`config.mk`:
```
export PLATFORM = sky130hd
export DESIGN_NAME = iir_coef_loader
export DESIGN_NICKNAME = d
export VERILOG_FILES = /design/src/rtl/iir_coef_loader.sv
export SDC_FILE = /design/constraint.sdc
export NUM_CORES = 1
export LEC_CHECK = 0
export ABC_AREA = 1
export CAP_MARGIN = 20
export CORE_MARGIN = 2
export CORE_UTILIZATION = 55
export CTS_CLUSTER_SIZE = 28
export DETAILED_ROUTE_END_ITERATION = 10
export GPL_TIMING_DRIVEN = 0
export HOLD_SLACK_MARGIN = 0.05
export PLACE_DENSITY = 0.92
export SLEW_MARGIN = 20
export SYNTH_ARGS = -nofsm -noshare
export SYNTH_HDL_FRONTEND = slang
export SYNTH_SLANG_ARGS = --single-unit
```
`constraint.sdc`:
```
create_clock -name clk -period 35.8 [get_ports clk]
set_clock_uncertainty 0.15 [all_clocks]
set_input_delay 8.95 -clock clk [delete_from_list [all_inputs] [get_ports clk]]
set_output_delay 8.95 -clock clk [all_outputs]
set_load 0.01 [all_outputs]
```
`src/rtl/iir_coef_loader.sv`:
```
// iir_coef_loader
//   Configuration front end for the cascaded biquad IIR filter. A serial
//   valid/ready stream carries one header beat (filter order in [3:0])
//   followed by 5*order coefficient beats into shadow registers. A good frame
//   is committed to the active coefficient bus on the next sample strobe. The
//   filter is then held in reset for FLUSH_CYCLES cycles so it never runs on a
//   half-loaded set or on stale state.
//
// Ports
//   clk            system clock, rising edge
//   reset          asynchronous active-high reset
//   cfg_valid      config beat valid
//   cfg_ready      loader can accept a beat
//   cfg_data       header (order in [3:0]) or coefficient word
//   cfg_last       final beat of a frame
//   sample_strobe  one-cycle pulse at each filter input sample
//   coef_bus       active coefficients, slot k at [k*DW +: DW]
//                  (slot order per section: b0,b1,b2,a1,a2)
//   order_out      active filter order, 0 = none
//   filt_rst_n     active-low reset to the filter cascade
//   busy           loader is not idle
//   err            sticky frame error, cleared by a successful commit

module iir_coef_loader #(
    parameter int DW           = 16,
    parameter int MAX_ORDER    = 3,
    parameter int FLUSH_CYCLES = 4
) (
    input  logic                      clk,
    input  logic                      reset,
    input  logic                      cfg_valid,
    output logic                      cfg_ready,
    input  logic [DW-1:0]             cfg_data,
    input  logic                      cfg_last,
    input  logic                      sample_strobe,
    output logic [5*MAX_ORDER*DW-1:0] coef_bus,
    output logic [3:0]                order_out,
    output logic                      filt_rst_n,
    output logic                      busy,
    output logic                      err
);

    localparam int SLOTS = 5 * MAX_ORDER;
    localparam int CW    = $clog2(SLOTS + 1);
    localparam int FW    = (FLUSH_CYCLES > 1) ? $clog2(FLUSH_CYCLES) : 1;

    localparam logic [2:0] S_IDLE  = 3'd0;
    localparam logic [2:0] S_LOAD  = 3'd1;
    localparam logic [2:0] S_DRAIN = 3'd2;
    localparam logic [2:0] S_WAIT  = 3'd3;
    localparam logic [2:0] S_FLUSH = 3'd4;

    logic [2:0]    state;
    logic [3:0]    ord;
    logic [CW-1:0] need;
    logic [CW-1:0] cnt;
    logic [FW-1:0] fcnt;
    logic [DW-1:0] shadow [SLOTS];

    logic [3:0]    hdr_ord;
    logic          hdr_ok;
    logic          accept;
    logic          at_end;

    assign hdr_ord = cfg_data[3:0];
    assign hdr_ok  = (hdr_ord != 4'd0) && (hdr_ord <= 4'(MAX_ORDER));

    // Ready is gated by reset directly so the source sees ready=0 for the
    // whole time reset is held, and ready=1 as soon as it is released.
    assign cfg_ready = !reset && ((state == S_IDLE) || (state == S_LOAD) || (state == S_DRAIN));
    assign accept    = cfg_valid && cfg_ready;

    // The beat at index need-1 is the one that must carry last.
    assign at_end = (cnt == need - CW'(1));
    assign busy   = (state != S_IDLE);

    always_ff @(posedge clk or posedge reset) begin
        if (reset) begin
            state      <= S_IDLE;
            ord        <= '0;
            need       <= '0;
            cnt        <= '0;
            fcnt       <= '0;
            coef_bus   <= '0;
            order_out  <= '0;
            filt_rst_n <= 1'b0;
            err        <= 1'b0;
            for (int k = 0; k < SLOTS; k++) begin
                shadow[k] <= '0;
            end
        end else begin
            case (state)
                S_IDLE: begin
                    if (accept) begin
                        ord  <= hdr_ord;
                        need <= CW'(hdr_ord) * CW'(5);
                        cnt  <= '0;
                        if (hdr_ok && !cfg_last) begin
                            state <= S_LOAD;
                        end else begin
                            // A bad header ending the frame leaves nothing to
                            // drain; otherwise swallow the rest of the frame.
                            err   <= 1'b1;
                            state <= cfg_last ? S_IDLE : S_DRAIN;
                        end
                    end
                end
                S_LOAD: begin
                    if (accept) begin
                        shadow[cnt] <= cfg_data;
                        cnt         <= cnt + CW'(1);
                        if (cfg_last) begin
                            if (at_end) begin
                                state <= S_WAIT;
                            end else begin
                                err   <= 1'b1;
                                state <= S_IDLE;
                            end
                        end else if (at_end) begin
                            err   <= 1'b1;
                            state <= S_DRAIN;
                        end
                    end
                end
                S_DRAIN: begin
                    if (accept && cfg_last) begin
                        state <= S_IDLE;
                    end
                end
                S_WAIT: begin
                    // Commit on a sample boundary: slots beyond the new order
                    // are zeroed so unused sections see a null filter.
                    if (sample_strobe) begin
                        for (int k = 0; k < SLOTS; k++) begin
                            coef_bus[k*DW +: DW] <= (k < int'(need)) ? shadow[k] : '0;
                        end
                        order_out  <= ord;
                        filt_rst_n <= 1'b0;
                        fcnt       <= FW'(FLUSH_CYCLES - 1);
                        err        <= 1'b0;
                        state      <= S_FLUSH;
                    end
                end
                S_FLUSH: begin
                    if (fcnt == '0) begin
                        filt_rst_n <= 1'b1;
                        state      <= S_IDLE;
                    end else begin
                        fcnt <= fcnt - FW'(1);
                    end
                end
                default: begin
                    state <= S_IDLE;
                end
            endcase
        end
    end

endmodule
```
# After elaboration in Yosys (flattened, before gate mapping)

Index checks and enable logic that the tools add are counted.

Multipliers: 1
Mux-type cells: 45
Reduce and logical (&&, ||, !) cells: 25
Bitwise gates (word level): 1
$lt $le $gt $ge: 18
Equal/unequal tests: 14
Add/subtract/negate cells: 3

Operators by type and width:

| cell               | count |
|---|---|
| $mux 16            | 16 |
| $bwmux 240         | 1 |
| $demux 16 s4       | 1 |
| $lt 4x4->1 const A | 7 |
| $mux 3             | 7 |
| $lt 3x4->1 const A | 4 |
| $pmux 3 s5         | 1 |
| $ne 2x2->1 const B | 6 |
| $mux 2             | 5 |
| $reduce_and 3->1   | 3 |
| $lt 1x4->1 const A | 2 |
| $lt 2x4->1 const A | 2 |
| $mux 1             | 8 |
| $mux 4             | 2 |
| $pmux 4 s2         | 1 |
| $reduce_and 7->1   | 1 |
| $eq 3x2->1 const B | 2 |
| $logic_and 1x1->1  | 6 |
| $ne 3x3->1 const B | 2 |
| $reduce_and 2->1   | 3 |
| $reduce_and 6->1   | 1 |
| $reduce_bool 3->1  | 2 |
| $ge 5x5->1 const B | 1 |
| $lt 5x1->1 const B | 1 |
| other kinds (19)   | 22 |

Register bits after elaboration: 503
Bits of input ports: 21
Logic and storage cells: 131

# Logic depth before layout (Yosys ltp)

Gate-level depths: netlist of run 1.

Depth after elaboration: 8
Mapped depth: 12
Depth with buffers taken out: 12

# Least setup slack after synthesis of run 1

Ideal clock, no wire load.

Path type: input to output
Start point: in reset
End point: out cfg_ready
Data arrival time: 9.169 ns
Stages: 3
Path slack: 17.531 ns
Data required time: 26.700 ns
Path through: nor2_1 > nand2_1 > inv_2

Cells in the longest elaborated chain, start to end: 2

Ends and longest elaborated chain:

| element                          | line | text |
|---|---|---|
| from (decl)                      | 30   | `input logic reset,` |
| $logic_not 1->1 (no source line) | n/a  |  |
| $logic_and 1x1->1                | 70   | `assign cfg_ready = !reset && ((state == S_IDLE) \|\| (state == S_LOAD) \|\| (state == S_DRAIN));` |
| to (decl)                        | 32   | `output logic cfg_ready,` |

Every way passes these cells.

# Worst setup path after layout of run 1

Ends and elaborated chain as after synthesis.

==> results_dict.tcl, run 1 <==
set metrics [dict create \
    layout_commonest_cell "nand2_1" \
    grt_setup_unrepaired "no" \
    finalCriticalPeriod_ns 19.44 \
    post-place-cells 2769 \
    finalWeightedCongestion 0.8752 \
    avgSynthCellArea_um2 9.557 \
    worst_slew_margin_rel 0.2174 \
    drt_drc_violations_left 0 \
    grt_overflow 0 \
    wl_per_cell_um 20.91 \
    path_depth 5 \
    final_cells 2853 \
    floorplan.initialDensity 0.5619 \
    post_synth_inst_count 2041 \
    synth_compound_gate_area_share 0.09089 \
    core_area_um2 34710 \
    finalMaxSlewViolations 0 \
    die_height_um 192.3 \
    run_status "completed" \
    critPathLaunchType "primary input" \
    layout-area-overhead-vs-synth_pct 25.22 \
    reg2regPathDepth 9 \
    synth_top_family_by_area "simple AND/OR/NAND/NOR gates" \
    synthesis_warnings 0 \
    cts-root-buf "clkbuf_16" \
    design.die.area_um2 36990 \
    report.final.hold_viol_count 0 \
    synthAdderAreaFrac 0.005773 \
    io_pins 269 \
    path_cells "clkdlybuf4s50_1 > nor2_1 > nand2_1 > inv_2 > clkdlybuf4s50_1" \
    p_leak_nw 11.97 \
    timing.final.crit_share 0.5430 \
    worst_pin_slew_ns 1.174 \
    cp_common_cell "clkdlybuf4s50_1" \
    cts_hold_repair.buffers 0 \
    grt_use_total 0.3274 \
    cts_resized 0 \
    grt_antenna_before_repair 4 \
    postCtsSetupRepairBufs 0 \
    port-buffer-count 268 \
    clock_sinks 501 \
    clk_pin_slew_worst_paths_ns 0.06 \
    achievable-frequency_mhz 51.44 \
    netlist-cell-type-count 27 \
    vias 16779 \
    ir_drop_mv 0.04062 \
    clockBufferDepth 3 \
    drt.antenna.violating_nets 0 \
    max_stage_delay_on_crit_path_ns 0.53 \
    grt_start_max_net_pins 106 \
    path_delay_family "buffers and inverters" \
    cp_max_fanout 2 \
    cts_tree "yes" \
    first_iter_violations 1888 \
    holdCritPathClass "register to register" \
    totalNegativeSetupSlack_ns 0 \
    clock_latency_ns 0.56 \
    die-width_um 192.3 \
    simple_gate_area_share_of_the_yosys_netlist 0.2148 \
    postLayoutCoreUtil 0.7036 \
    crit_arrival_ns 10.34 \
    drt_wl_total_mm 59.66 \
    grt_first_pass_wirelength_mm 92.58 \
    h_tree_lvls 2 \
    cp_slowest_cell "clkdlybuf4s50_1" \
    power-per-cell-area_nw_per_um2 59.66 \
    via_per_inst 5.881 \
    synthesis.nets 2071 \
    share_of_synthesized_area_spent_on_multiplexers 0 \
    dr.pass1.iters 9 \
    synth_seq_cells 501 \
    hold_depth 2 \
    core.rowCount 68 \
    drive_gt1_frac 0.08017 \
    setup_crit_end_kind "output pin" \
    ys_seq_area_frac 0.6427 \
    final_setup_fails 0 \
    maxCapViolCount 0 \
    timing.critical_path.required_ns 26.70 \
    cp_num_buf_inv 3 \
    tritoncts.num_buffers 48 \
    numnets_final 2394 \
    post_synth_xor_area_fraction 0.0008980 \
    detailedPlacementHpwl_mm 40.02 \
    vias_in_the_first_global_route 16889 \
    worstSetupPathType "primary input to output pin" \
    syn-cell-area_um2 19510 \
    layout_common_cells "nand2_1, dfrtp_1, o21ai_0" \
]
final cells by class:
class / count / area, um^2
diodes: 3 / 7.507
multi-input cells: 1354 / 6093
inverters: 46 / 180.2
well taps: 455 / 569.3
clock inverters: 13 / 136.4
plain buffers: 140 / 703.2
flip-flops and latches: 501 / 12540
clock buffers: 68 / 1378
fillers: 2365 / 10290
repair buffers: 273 / 2820
path summary, 6_finish.rpt:
path,start,to,slack [ns]
worst max-delay path,reset,cfg_ready,16.36
worst min-delay path,coef_bus[58],coef_bus[58],0.33
worst max register to register,state[0],coef_bus[52],33.17
worst min register to register,coef_bus[58],coef_bus[58],0.33
max in group asynchronous,reset,coef_bus[167],25.59
min in group asynchronous,reset,coef_bus[33],8.69
per-layer routing:
metal	vias up	global-route usage	part of all wire
met3	236	0.07783	0.10
met1	8233	0.4195	0.37
met4	0	0.1676	0.056
met5	-	0	0
li1	7295	-	-
met2	1015	0.5245	0.47
sequential cells by signal, indices dropped and copies added, names as in the netlist:
| signal | cells |
|---|---|
| coef_bus | 240 |
| cnt | 4 |
| need | 2 |
| err | 1 |
| ord | 4 |
| order_out | 4 |
| state | 3 |
| fcnt | 2 |
| filt_rst_n | 1 |
| shadow | 240 |
stage by stage:
step / power (mW) / hold slack (ns) / area (um^2) / setup WS [ns]
floorplan: 0.8188 / 0.2968 / 19510 / 12.71
global route: 1.512 / 0.3441 / 24420 / 16.25
detailed placement: 0.9635 / 0.3151 / 22900 / 16.37
global placement: 0.9476 / 0.3079 / 22760 / 8.575
finish: 1.457 / 0.3279 / 24420 / 16.36
CTS: 1.451 / 0.3314 / 24420 / 16.37
synthesized netlist by cell type:
master	count	area, um^2
xnor2_1	1	8.760
nor2_2	2	12.51
inv_2	3	11.26
nand2_1	733	2751
buf_4	2	15.01
o21ai_1	48	240.2
nand4_4	7	148.9
nand4_1	11	68.82
a31oi_1	2	12.51
clkinv_1	3	11.26
xor2_1	1	8.760
nor2_8	1	20.02
nand3_1	214	1071
buf_12	1	20.02
buf_6	7	78.83
dfrtp_1	501	12540
nand2b_1	1	6.260
nor2_1	22	82.58
buf_2	81	405.4
o21ai_2	9	78.83
nor3_1	2	10.01
inv_1	40	150.1
clkbuf_1	49	183.9
ha_1	9	112.6
a21oi_1	5	25.02
nand2_2	3	18.77
o21ai_0	283	1416
kinds of logic (layout without fill, tap and decap cells):
family	count (synthesis)	after routing
other cells	0	3
buf+inv	186	540
simple gates	996	996
xor+xnor	2	2
compound gates	347	347
fa+ha+maj	9	9
flops	501	501
power breakdown:
group / switching (mW) / total [mW] / internal, mW
registers: 0.0460 / 0.672 / 0.626
clock network: 0.216 / 0.492 / 0.277
logic: 0.186 / 0.293 / 0.107
worst reg2reg max path: cells and delay by family (launching register included):
family | cells | cell delay [ns]
flip-flops | 1 | 0.44
buffers and inverters | 4 | 1.12
AND/OR/NAND/NOR | 5 | 0.82
No activity file was read; power rests on OpenSTA's default activity.
==> run 2: changes to the inputs <==
- CORE_UTILIZATION: 55 -> 49
- PLACE_DENSITY: 0.92 -> 0.87
- clock period: 35.8 -> 16.85 ns (I/O delays scaled with it)
==> run 2 against run 1 <==
  * Global-route usage down 4.1 points
  * Combinational power up 110%
  * Setup slack worse by 9.4 ns
  * Sequential cell count unchanged
  * Sequential power up 110%
==> results_dict.tcl, run 2 (same netlist as run 1, synthesis figures left out) <==
set metrics [dict create \
    die-width_um 203.5 \
    io_pins 269 \
    drt_wl_total_mm 58.74 \
    core_area_um2 39550 \
    pre_cts_ws_ns 6.952 \
    dr.pass1.iters 6 \
    grt_overflow 0 \
    grt_antenna_before_repair 3 \
    cp_num_buf_inv 3 \
    wl_per_cell_um 19.97 \
    worst_slack_ns 6.954 \
    cts_hold_repair.buffers 0 \
    achievable-frequency_mhz 101.0 \
    core.rowCount 73 \
    clk_pin_slew_worst_paths_ns 0.06 \
    setup.reg_to_reg.worst_slack_ns 14.24 \
    grt_use_total 0.2863 \
    die_height_um 203.5 \
    power.net_switching_uw 959.9 \
    first_iter_violations 1523 \
    via_per_inst 5.571 \
    post-place-cells 2849 \
    path_depth 5 \
    drt.antenna.violating_nets 0 \
    area_of_the_multi_input_gates_um2 6093 \
    grt_first_pass_wirelength_mm 90.70 \
    tritoncts.num_buffers 49 \
    finalMaxSlewViolations 0 \
    cp_max_fanout 2 \
    global_route.peak_usage_layer "met2" \
    crit_arrival_ns 5.53 \
    clockBufferDepth 3 \
    floorplan.initialDensity 0.4932 \
    gr-usage-met2 0.4503 \
    report.final.hold_viol_count 0 \
    final_setup_fails 0 \
    setup_crit_end_kind "output pin" \
    finalWeightedCongestion 0.8976 \
    clock_sinks 501 \
    layout.filler_cells 2987 \
    numnets_final 2405 \
    seq_power_share 0.456 \
    grt_setup_unrepaired "no" \
    max_stage_delay_on_crit_path_ns 0.53 \
    detailedPlacementHpwl_mm 40.41 \
    cp_common_cell "clkdlybuf4s50_1" \
    maxCapViolCount 0 \
    vias 16384 \
    drive_gt1_frac 0.08827 \
    p_leak_nw 12.09 \
    met3_usage 0.08070 \
    startpoint "reset" \
    r2r_path_start "state[0]" \
    grt_start_max_net_pins 38 \
    reg2regPathDepth 9 \
    p_int_mw 2.162 \
    design.die.area_um2 41420 \
    critPathLaunchType "primary input" \
    cts_resized 0 \
    swShare 0.3075 \
    postCtsSetupRepairBufs 0 \
    ir_drop_mv 0.07424 \
    holdCritPathClass "register to register" \
    final_cells 2941 \
    cts-root-buf "clkbuf_16" \
    port-buffer-count 268 \
    vias_in_the_first_global_route 16374 \
    worstSetupPathType "primary input to output pin" \
    cp_slowest_cell "clkdlybuf4s50_1" \
    h_tree_lvls 2 \
    power-per-cell-area_nw_per_um2 126.1 \
    path_delay_family "buffers and inverters" \
    finalCriticalPeriod_ns 9.896 \
    timing.critical_path.required_ns 12.49 \
    totalPowerFinal_mw 3.122 \
    layout-area-overhead-vs-synth_pct 26.87 \
    gate_power_share 0.200 \
    clock_power_share 0.344 \
    drt_drc_violations_left 0 \
    cts_tree "yes" \
    path_cells "clkdlybuf4s50_1 > nor2_1 > nand2_1 > inv_2 > clkdlybuf4s50_1" \
    totalNegativeSetupSlack_ns 0 \
    biggestRegsByFlops "coef_bus x240, shadow x240" \
    layout_commonest_cell "nand2_1" \
    seqCellArea_um2 12540 \
    layout_common_cells "nand2_1, dfrtp_1, o21ai_0" \
    timing.final.crit_share 0.5873 \
    clock_latency_ns 0.60 \
    grtUsageMet1 0.3702 \
    run_status "completed" \
    hold_depth 2 \
    worst_slew_margin_rel 0.1841 \
    worst_pin_slew_ns 1.224 \
    min-delay-start "err" \
]
-- run 2: cell count changes in the layout (fill, tap and decap cells not counted), moves of 2 or more --
cell,delta
buf_12,+14
clkbuf_1,-3
clkbuf_8,+4
clkinvlp_4,+2
clkinv_2,+6
buf_16,-4
-- run 2: power groups by stage --
stage	registers (mW)	logic [mW]	clock network, mW
after CTS	1.42	0.621	1.08
after floorplan	1.45	0.295	0
after detailed placement	1.44	0.616	0
after global routing	1.43	0.684	1.13
after global placement	1.44	0.584	0
final	1.42	0.625	1.07
-- run 2: cell type report --
class	instances	share of cell area
tap	525	0.02654
buffer	140	0.02846
antenna	3	0.0003034
timing repair buffer	283	0.1208
clock buffer	71	0.05860
multi-input combinational	1354	0.2462
inverter	46	0.007129
sequential	501	0.5066
clock inverter	18	0.005309
-- run 2: metal layers --
| metal | vias to the layer above | routed length (um) |
|---|---|---|
| met1 | 8077 | 22820 |
| li1 | 7320 | - |
| met4 | 0 | 2627 |
| met3 | 168 | 5749 |
| met2 | 819 | 27540 |
| met5 | - | 0 |
-- run 2: final timing paths --
check / to
min in group asynchronous: coef_bus[3]
setup reg to reg: coef_bus[117]
setup / recovery: cfg_ready
hold reg to reg: err
hold / removal: err
max in group asynchronous: coef_bus[224]
-- run 2: metrics by stage --
stage | utilization | instance area, um^2 | hold slack (ns)
after floorplan | - | 19510 | 0.2968
after global placement | 0.5777 | 22850 | 0.3128
after detailed placement | 0.5855 | 23160 | 0.3118
after CTS | 0.6255 | 24740 | 0.3246
after global routing | 0.6257 | 24750 | 0.3430
final | 0.6257 | 24750 | 0.3206
-- run 2: worst register-to-register path, cell delays in order, from the launching register on --
cell	delay [ns]
dfrtp_1	0.44
nand2_1	0.10
nor2_1	0.18
inv_1	0.10
nor2_2	0.34
inv_2	0.20
clkbuf_1	0.47
buf_2	0.37
nand2_1	0.09
nand2_1	0.06
